<file path="config.mk">
export PLATFORM = sky130hd
export DESIGN_NAME = spi_slave_sync
export DESIGN_NICKNAME = d
export VERILOG_FILES = /design/src/rtl/spi_pkg.sv /design/src/rtl/spi_sync_edge.sv /design/src/rtl/spi_slave_sync.sv
export SDC_FILE = /design/constraint.sdc
export NUM_CORES = 1
export LEC_CHECK = 0
export ABC_CLOCK_PERIOD_IN_PS = 2500
export CORE_ASPECT_RATIO = 0.8
export CORE_UTILIZATION = 54
export CTS_CLUSTER_SIZE = 28
export DETAILED_ROUTE_END_ITERATION = 6
export MAX_ROUTING_LAYER = met4
export PLACE_DENSITY = 0.88
export SETUP_SLACK_MARGIN = 0.5
export SLEW_MARGIN = 20
export SYNTH_ARGS = -nofsm -noshare
export SYNTH_HDL_FRONTEND = slang
export SYNTH_HIERARCHICAL = 1
export SYNTH_SLANG_ARGS = --single-unit
</file>
<file path="constraint.sdc">
create_clock -name CLK -period 2.5 [get_ports CLK]
set_input_delay 0.5 -clock CLK [delete_from_list [all_inputs] [get_ports CLK]]
set_output_delay 0.5 -clock CLK [all_outputs]
set_load 0.005 [all_outputs]
</file>
<file path="src/rtl/spi_pkg.sv">
// rtl/spi_pkg.sv - shared SPI mode types, servo frame defaults and mode decode helper
package spi_pkg;

  typedef enum logic [1:0] {
    MODE0 = 2'd0,
    MODE1 = 2'd1,
    MODE2 = 2'd2,
    MODE3 = 2'd3
  } spi_mode_t;

  // Servo/PWM register file frame: two 16-bit words per chip-select assertion
  localparam int SERVO_WORD_W  = 16;
  localparam int SERVO_N_WORDS = 2;

  // Mode number is CPOL*2 + CPHA, so the encoding already is {cpol, cpha}
  function automatic logic [1:0] mode_to_cpol_cpha(input spi_mode_t mode);
    logic [1:0] bits;
    bits = mode;
    return bits;
  endfunction

endpackage

</file>
<file path="src/rtl/spi_sync_edge.sv">
// rtl/spi_sync_edge.sv - multi-flop input synchroniser with registered rise/fall detection
module spi_sync_edge #(
  parameter int SYNC_STAGES = 2,
  parameter bit RESET_VAL   = 1'b0
) (
  input  logic CLK,
  input  logic rst_n,
  input  logic async_in,
  output logic sync_out,
  output logic rise,
  output logic fall
);

  logic [SYNC_STAGES-1:0] sync_q;
  logic                   prev_q;

  // Synchroniser chain plus one history flop; reset to the idle level so no edge appears at release
  always_ff @(posedge CLK or negedge rst_n) begin
    if (!rst_n) begin
      sync_q <= {SYNC_STAGES{RESET_VAL}};
      prev_q <= RESET_VAL;
    end else begin
      sync_q <= {sync_q[SYNC_STAGES-2:0], async_in};
      prev_q <= sync_q[SYNC_STAGES-1];
    end
  end

  assign sync_out = sync_q[SYNC_STAGES-1];
  assign rise     = sync_out & ~prev_q;
  assign fall     = ~sync_out & prev_q;

endmodule

</file>
<file path="src/rtl/spi_slave_sync.sv">
// rtl/spi_slave_sync.sv - CLK-synchronous SPI slave, all CPOL/CPHA modes, framed rx with abort flag
module spi_slave_sync
  import spi_pkg::*;
#(
  parameter int  WORD_W      = SERVO_WORD_W,
  parameter int  N_WORDS     = SERVO_N_WORDS,
  parameter bit  CPOL        = 1'b0,
  parameter bit  CPHA        = 1'b0,
  parameter int  SYNC_STAGES = 2,
  localparam int FRAME_W     = WORD_W * N_WORDS
) (
  input  logic               CLK,
  input  logic               rst_n,
  input  logic               sck,
  input  logic               cs_n,
  input  logic               mosi,
  output logic               miso,
  input  logic [FRAME_W-1:0] tx_data,
  output logic [FRAME_W-1:0] data_out,
  output logic               rx_valid,
  output logic               frame_err,
  output logic               busy
);

  localparam int CNT_W = $clog2(FRAME_W + 1);

  logic sck_s, sck_rise, sck_fall;
  logic cs_s, cs_rise, cs_fall;
  logic [SYNC_STAGES-1:0] mosi_sync;
  logic mosi_s;

  logic [FRAME_W-1:0] rx_shift;
  logic [FRAME_W-1:0] tx_shift;
  logic [CNT_W-1:0]   bit_cnt;
  logic               skip_shift;
  logic               reload_pending;
  logic               frame_done;

  logic sck_edge, lead_edge, trail_edge, sample_edge, shift_edge, last_bit;

  spi_sync_edge #(
    .SYNC_STAGES (SYNC_STAGES),
    .RESET_VAL   (CPOL)
  ) u_sck_sync (
    .CLK      (CLK),
    .rst_n    (rst_n),
    .async_in (sck),
    .sync_out (sck_s),
    .rise     (sck_rise),
    .fall     (sck_fall)
  );

  spi_sync_edge #(
    .SYNC_STAGES (SYNC_STAGES),
    .RESET_VAL   (1'b1)
  ) u_cs_sync (
    .CLK      (CLK),
    .rst_n    (rst_n),
    .async_in (cs_n),
    .sync_out (cs_s),
    .rise     (cs_rise),
    .fall     (cs_fall)
  );

  // mosi only needs the same delay as sck so each bit lines up with its sck edge
  always_ff @(posedge CLK or negedge rst_n) begin
    if (!rst_n) begin
      mosi_sync <= '0;
    end else begin
      mosi_sync <= {mosi_sync[SYNC_STAGES-2:0], mosi};
    end
  end

  assign mosi_s = mosi_sync[SYNC_STAGES-1];

  // Leading edge leaves the idle level, trailing edge returns to it
  assign sck_edge    = sck_rise | sck_fall;
  assign lead_edge   = sck_edge & (sck_s != CPOL);
  assign trail_edge  = sck_edge & (sck_s == CPOL);
  assign sample_edge = (CPHA ? trail_edge : lead_edge) & ~cs_s;
  assign shift_edge  = (CPHA ? lead_edge : trail_edge) & ~cs_s;
  assign last_bit    = (bit_cnt == CNT_W'(FRAME_W - 1));

  // Frame control; the completed frame is published one cycle after its last sample so data_out and rx_valid move together
  always_ff @(posedge CLK or negedge rst_n) begin
    if (!rst_n) begin
      rx_shift       <= '0;
      tx_shift       <= '0;
      bit_cnt        <= '0;
      skip_shift     <= 1'b0;
      reload_pending <= 1'b0;
      frame_done     <= 1'b0;
      data_out       <= '0;
      rx_valid       <= 1'b0;
      frame_err      <= 1'b0;
      busy           <= 1'b0;
    end else begin
      rx_valid   <= frame_done;
      frame_done <= 1'b0;
      frame_err  <= 1'b0;
      if (frame_done) begin
        data_out <= rx_shift;
      end
      if (cs_fall) begin
        bit_cnt        <= '0;
        tx_shift       <= tx_data;
        busy           <= 1'b1;
        skip_shift     <= CPHA;
        reload_pending <= 1'b0;
      end else if (cs_rise) begin
        // A rise coinciding with a sample edge wins: that bit is dropped
        busy           <= 1'b0;
        bit_cnt        <= '0;
        skip_shift     <= 1'b0;
        reload_pending <= 1'b0;
        if (bit_cnt != '0) begin
          frame_err <= 1'b1;
        end
      end else begin
        if (sample_edge) begin
          rx_shift <= {rx_shift[FRAME_W-2:0], mosi_s};
          if (last_bit) begin
            bit_cnt        <= '0;
            frame_done     <= 1'b1;
            reload_pending <= 1'b1;
          end else begin
            bit_cnt <= bit_cnt + CNT_W'(1);
          end
        end
        if (shift_edge) begin
          if (skip_shift) begin
            skip_shift <= 1'b0;
          end else if (reload_pending) begin
            tx_shift       <= tx_data;
            reload_pending <= 1'b0;
          end else begin
            tx_shift <= {tx_shift[FRAME_W-2:0], 1'b0};
          end
        end
      end
    end
  end

  // busy tracks the synchronised select, so miso is quiet whenever the slave is deselected
  assign miso = busy & tx_shift[FRAME_W-1];

endmodule
</file>
======== Word-level counts from Yosys, hierarchy flattened ========
Cells that the tools add are included.
word-level totals
  output and inout bits ................... 36
  bits in latches ......................... 0
  input bits .............................. 37
  RAM bits ................................ 0
  memories ................................ 0
  register bits after elaboration ......... 116
  ROM bits ................................ 0
  logic and storage cells ................. 70
operators by class
  equal/unequal tests ..................... 3
  $add $sub $neg .......................... 1
  bitwise logic cells ..................... 16
  reductions and logical operators ........ 7
  magnitude comparators ................... 0
  shift operators ......................... 0
  div/mod/pow operators ................... 0
  $mul .................................... 0
  muxes and demuxes ....................... 28
operator list
  cell                   count
  $mux W32               5
  $mux W6                4
  $mux W1                19
  $and A1 B1 Y1          9
  $add A6 B1 Y6 const B  1
  $eq A6 B5 Y1 const B   1
  $not A1 Y1             6
  $reduce_and A3 Y1      2
  $reduce_bool A3 Y1     2
  $reduce_bool A6 Y1     1
  $reduce_bool A2 Y1     2
  $ne A2 B1 Y1 const B   1
  $ne A2 B2 Y1 const B   1
  $or A1 B1 Y1           1

======== Depth between registers and ports, before layout ========
  depth in word-level cells ............... 11
  depth in mapped cells ................... 5

======== By module ========
Netlist, hierarchy kept.
by module, submodules not included
  module                      times used  sequential area each (sq um)  area an instance (sq um)  cells an instance
  spi_slave_sync              1           2727.6                        4657.0                    301
  spi_sync_edge (u_cs_sync)   1           78.8                          93.8                      5
  spi_sync_edge (u_sck_sync)  1           75.1                          90.1                      5

======== Worst setup path after synthesis ========
OpenSTA, ideal clock, no wires.
  path kind ............................... reg2reg
  start ................................... register u_cs_sync.sync_q[1]
  end ..................................... register tx_shift[13]
  stages on the path, launching flop included .. 6
  arrival time ............................ 1783 ps
  data required time ...................... 2375 ps
  setup time .............................. 125 ps
  slack ................................... 592 ps
  path buffers ............................ 1
  period minus slack after synthesis ...... 1908 ps
  path through ............................ dfstp_2 and2b_2 nor2_1 buf_4 mux2_2 mux2_4
between the ends
  cells in the longest elaborated chain, start to end .. 4
  elaborated cells between the ends (all ways) .. 9
RTL lines
  element                                         line                   text
  start, declared                                 spi_sync_edge.sv:14    logic [SYNC_STAGES-1:0] sync_q;
  start signal, assigned                          spi_sync_edge.sv:20    sync_q <= {SYNC_STAGES{RESET_VAL}};
  start signal, assigned                          spi_sync_edge.sv:23    sync_q <= {sync_q[SYNC_STAGES-2:0], async_in};
  $not A1 Y1 (*)                                  spi_sync_edge.sv:30    assign fall = ~sync_out & prev_q;
  $and A1 B1 Y1 (*)                               spi_sync_edge.sv:30
  net cs_fall                                     spi_slave_sync.sv:28   logic cs_s, cs_rise, cs_fall;
  $ne A2 B2 Y1 (no line) (tied with other cells)  -
  $reduce_and A3 Y1 (no line)                     -
  end signal, assigned                            spi_slave_sync.sv:106  tx_shift <= tx_data;
  end signal, assigned                            spi_slave_sync.sv:134  tx_shift <= tx_data;
  end signal, assigned                            spi_slave_sync.sv:137  tx_shift <= {tx_shift[FRAME_W-2:0], 1'b0};
  end, declared                                   spi_slave_sync.sv:33   logic [FRAME_W-1:0] tx_shift;
Mark *: on every way through the listed nets, which the timed path passes. The rest lies on a longest branch.
A chain may end at the register's enable or synchronous reset.

======== Worst setup path after layout ========
  start ................................... register u_cs_sync.sync_q[1]
  end ..................................... register tx_shift[1]
Same word-level chain as after synthesis.

==> impl_metrics.toml <==
[final_layout]
n_fill_cell = 535
final_common_cell = "dfrtp_1"
final_layout_size_suffix_gt1_frac = 0.394
layout.cells.non_filler = 521
nNetsFinal = 435
fin_area_um2 = 6320
layout-area-overhead-vs-synth_pct = 30.5
diodes = 0
layout_common_cells = "dfrtp_1 (111), mux2_2 (84), clkdlybuf4s50_1 (70)"

[timing]
hold_violations = 0
rsz0062_at_grt = "true"
min_period_over_period = 0.787
finalSetupTns_ns = 0
slew_violations = 0
worst_pin_slew_ns = 0.534
fmax_mhz = 508
fin_skew_ns = 0.0119
setup_violations = 0
post-route-min-period_ns = 1.97
setup_slack_ns = 0.532
hold_slack_ns = 0.350
slew_headroom = 0.644

[synth]
synth.yosys.seq_area_share = 0.595
synth_top_family_by_area = "multiplexers"
synth.area.top_cells = "dfrtp_1 (58%), mux2_2 (20%), mux2_4 (6.2%), mux2_1 (5.4%), dfstp_2 (1.6%)"
synth_area_um2 = 4840
syn_inst = 311
synth.top_cell.area_share = 0.579
yosys.area_share.simple = 0.0336
ys_warn_count = 6
synth_top_cell_by_area = "dfrtp_1"
synth-seq-cells = 115
synth.distinct_cells = 37
synth_mux_area_frac = 0.315
synth_area_per_cell_um2 = 15.6
synth_fa_ha_area_frac = 0.00517
synth_xor_area_frac = 0
syn_nets = 350
synth_compound_area_frac = 0.0261

[die]
die_h_um = 86.7
floorplan.initialDensity = 0.563
ioPinCount = 73
row_count = 30
die-area_um2 = 9350
fp.dieW_um = 108
core_um2 = 8600

[setup_path]
path_max_fanout = 16
critPathRequiredTime_ns = 2.88
reg2reg_slack_ns = 0.53
start_kind = "flop"
rr_startpoint = "u_cs_sync/sync_q[1]"
worst-setup-path-type = "flop to flop"
rr_endpoint = "tx_shift[1]"
critPathCaptureType = "flop"
reg2regPathDepth = 5
critPathArrivalTime_ns = 2.35

[detailed_routing]
dr.first_iter.drc_count = 187
wl_per_cell_um = 17.4
ant_nets = 0
num_vias = 2813
via_per_inst = 5.40
wl_um = 9050
drt_pass1_iterations = 4
drc = 0

[power_and_ir_drop]
p_leak_uw = 0.00292
ir_drop_v = 0.000478
p_per_area_nw_per_um2 = 846

[global_routing]
antenna_found_initial = 0
gr-total-overflow = 0
grt_pass1_wl_um = 14400
grt_pass1_vias = 2874
grt_max_degree = 76
grt_usage = 0.216

[placed_design]
dp_hpwl_um = 5360
place_ws_ns = 0.445
place.port_buffers = 72
placed_cell_area_um2 = 5680
place_inst = 486
gp_congestion = 0.849

[worst_hold_path]
min_to = "mosi_sync[1]"
hold_path.class = "flop to flop"
hold_depth = 0
worstHoldStart = "mosi_sync[0]"

[clock_tree]
clock-sinks = 115
clk_pin_slew_ns = 0.06
cts_made_buffers = 17
htree_levels = 4
root_buffer = "clkbuf_8"
clk_path_buf_depth = 2
clk_latency_ns = 0.51
cts_tree = "yes"

[flow_run]
drv_cap = 0

[outcome]
outcome = "finished clean"
-- worst max path at each step --
stage                        startpoint            to  slack, ns
floorplan           u_cs_sync/sync_q[1]  tx_shift[13]       0.59
finish              u_cs_sync/sync_q[1]   tx_shift[1]       0.53
CTS                 u_cs_sync/sync_q[1]   tx_shift[1]       0.55
global placement    u_cs_sync/sync_q[1]  rx_shift[27]       0.53
detailed placement  u_cs_sync/sync_q[1]   rx_shift[6]       0.44
global route        u_cs_sync/sync_q[1]   tx_shift[1]       0.48
-- sequential cells by signal (all words and copies together) (netlist names), 2 cells and up --
signal and flops:
bit_cnt 6, rx_shift 32, data_out 32, tx_shift 32, mosi_sync 2, u_sck_sync/sync_q 2
u_cs_sync/sync_q 2
-- where the power goes --
group / total [uW] / switching (uW) / internal [uW]
combinational: 751 / 236 / 515
sequential: 2310 / 162 / 2150
clock: 2280 / 865 / 1420
-- area by class of cell --
| type | count | area, um2 | area share |
|---|---|---|---|
| well taps | 112 | 140 | 0.0222 |
| repair buffers | 80 | 838 | 0.133 |
| clock inverters | 15 | 156 | 0.0248 |
| multi-input cells | 175 | 1860 | 0.294 |
| inverters | 7 | 26.3 | 0.00416 |
| flip-flops and latches | 115 | 2880 | 0.456 |
| clock buffers | 17 | 414 | 0.0656 |
-- kinds of logic after synthesis --
family / Yosys count
compound gates: 16
fa+ha+maj: 2
buf+inv: 21
flops: 115
mux: 129
simple gates: 28
-- metal layers --
layer | vias to the layer above | track usage | routed length, um
met5 | - | - | 0
met1 | 1423 | 0.267 | 4200
met2 | 88 | 0.338 | 4400
met4 | 0 | 0.0872 | 90
met3 | 9 | 0.0594 | 365
li1 | 1293 | - | -
-- repair_timing --
action                                  in CTS  in global routing
hold buffers                                 1                  0
endpoints found under the setup margin      65                  6
cloned                                       0                  1
endpoints found under the hold margin       37                  0
setup buffers                                1                  0
resized for setup                            5                  2
-- cells in the mapped netlist --
library cell / number
o31ai_1: 1
buf_6: 3
a21oi_1: 4
nor3_1: 3
nor2_1: 1
inv_1: 6
and2_1: 1
o21ba_2: 1
o31a_1: 1
o31ai_4: 1
or2_2: 1
mux2_2: 84
nor2b_1: 3
o221a_2: 1
ha_1: 2
buf_4: 3
nand3_2: 1
o2111ai_1: 1
nand2_1: 5
clkbuf_1: 2
o21ai_0: 4
nor2_2: 1
inv_2: 1
a211oi_1: 1
nand3_1: 3
o21bai_2: 1
nor4_1: 3
nand2b_1: 1
mux2i_1: 2
mux2_1: 23
or3_1: 2
or4_1: 1
and2b_2: 2
dfstp_2: 3
dfrtp_1: 112
mux2_4: 20
buf_2: 6
-- per-stage QoR --
stage	util	power, uW
after global placement	0.661	3030
after global routing	0.735	5580
after detailed placement	0.661	3080
final	0.735	5350
after floorplan	-	2850
after CTS	0.731	5390
-- worst max-delay path, cell delays in order, from the launching register on --
cell and delay [ns]:
dfstp_2 0.55, and2b_2 0.27, nor2_4 0.19, buf_12 0.19
mux2_2 0.34, mux2_1 0.29
Note: power is estimated with default switching activity, not from simulation.
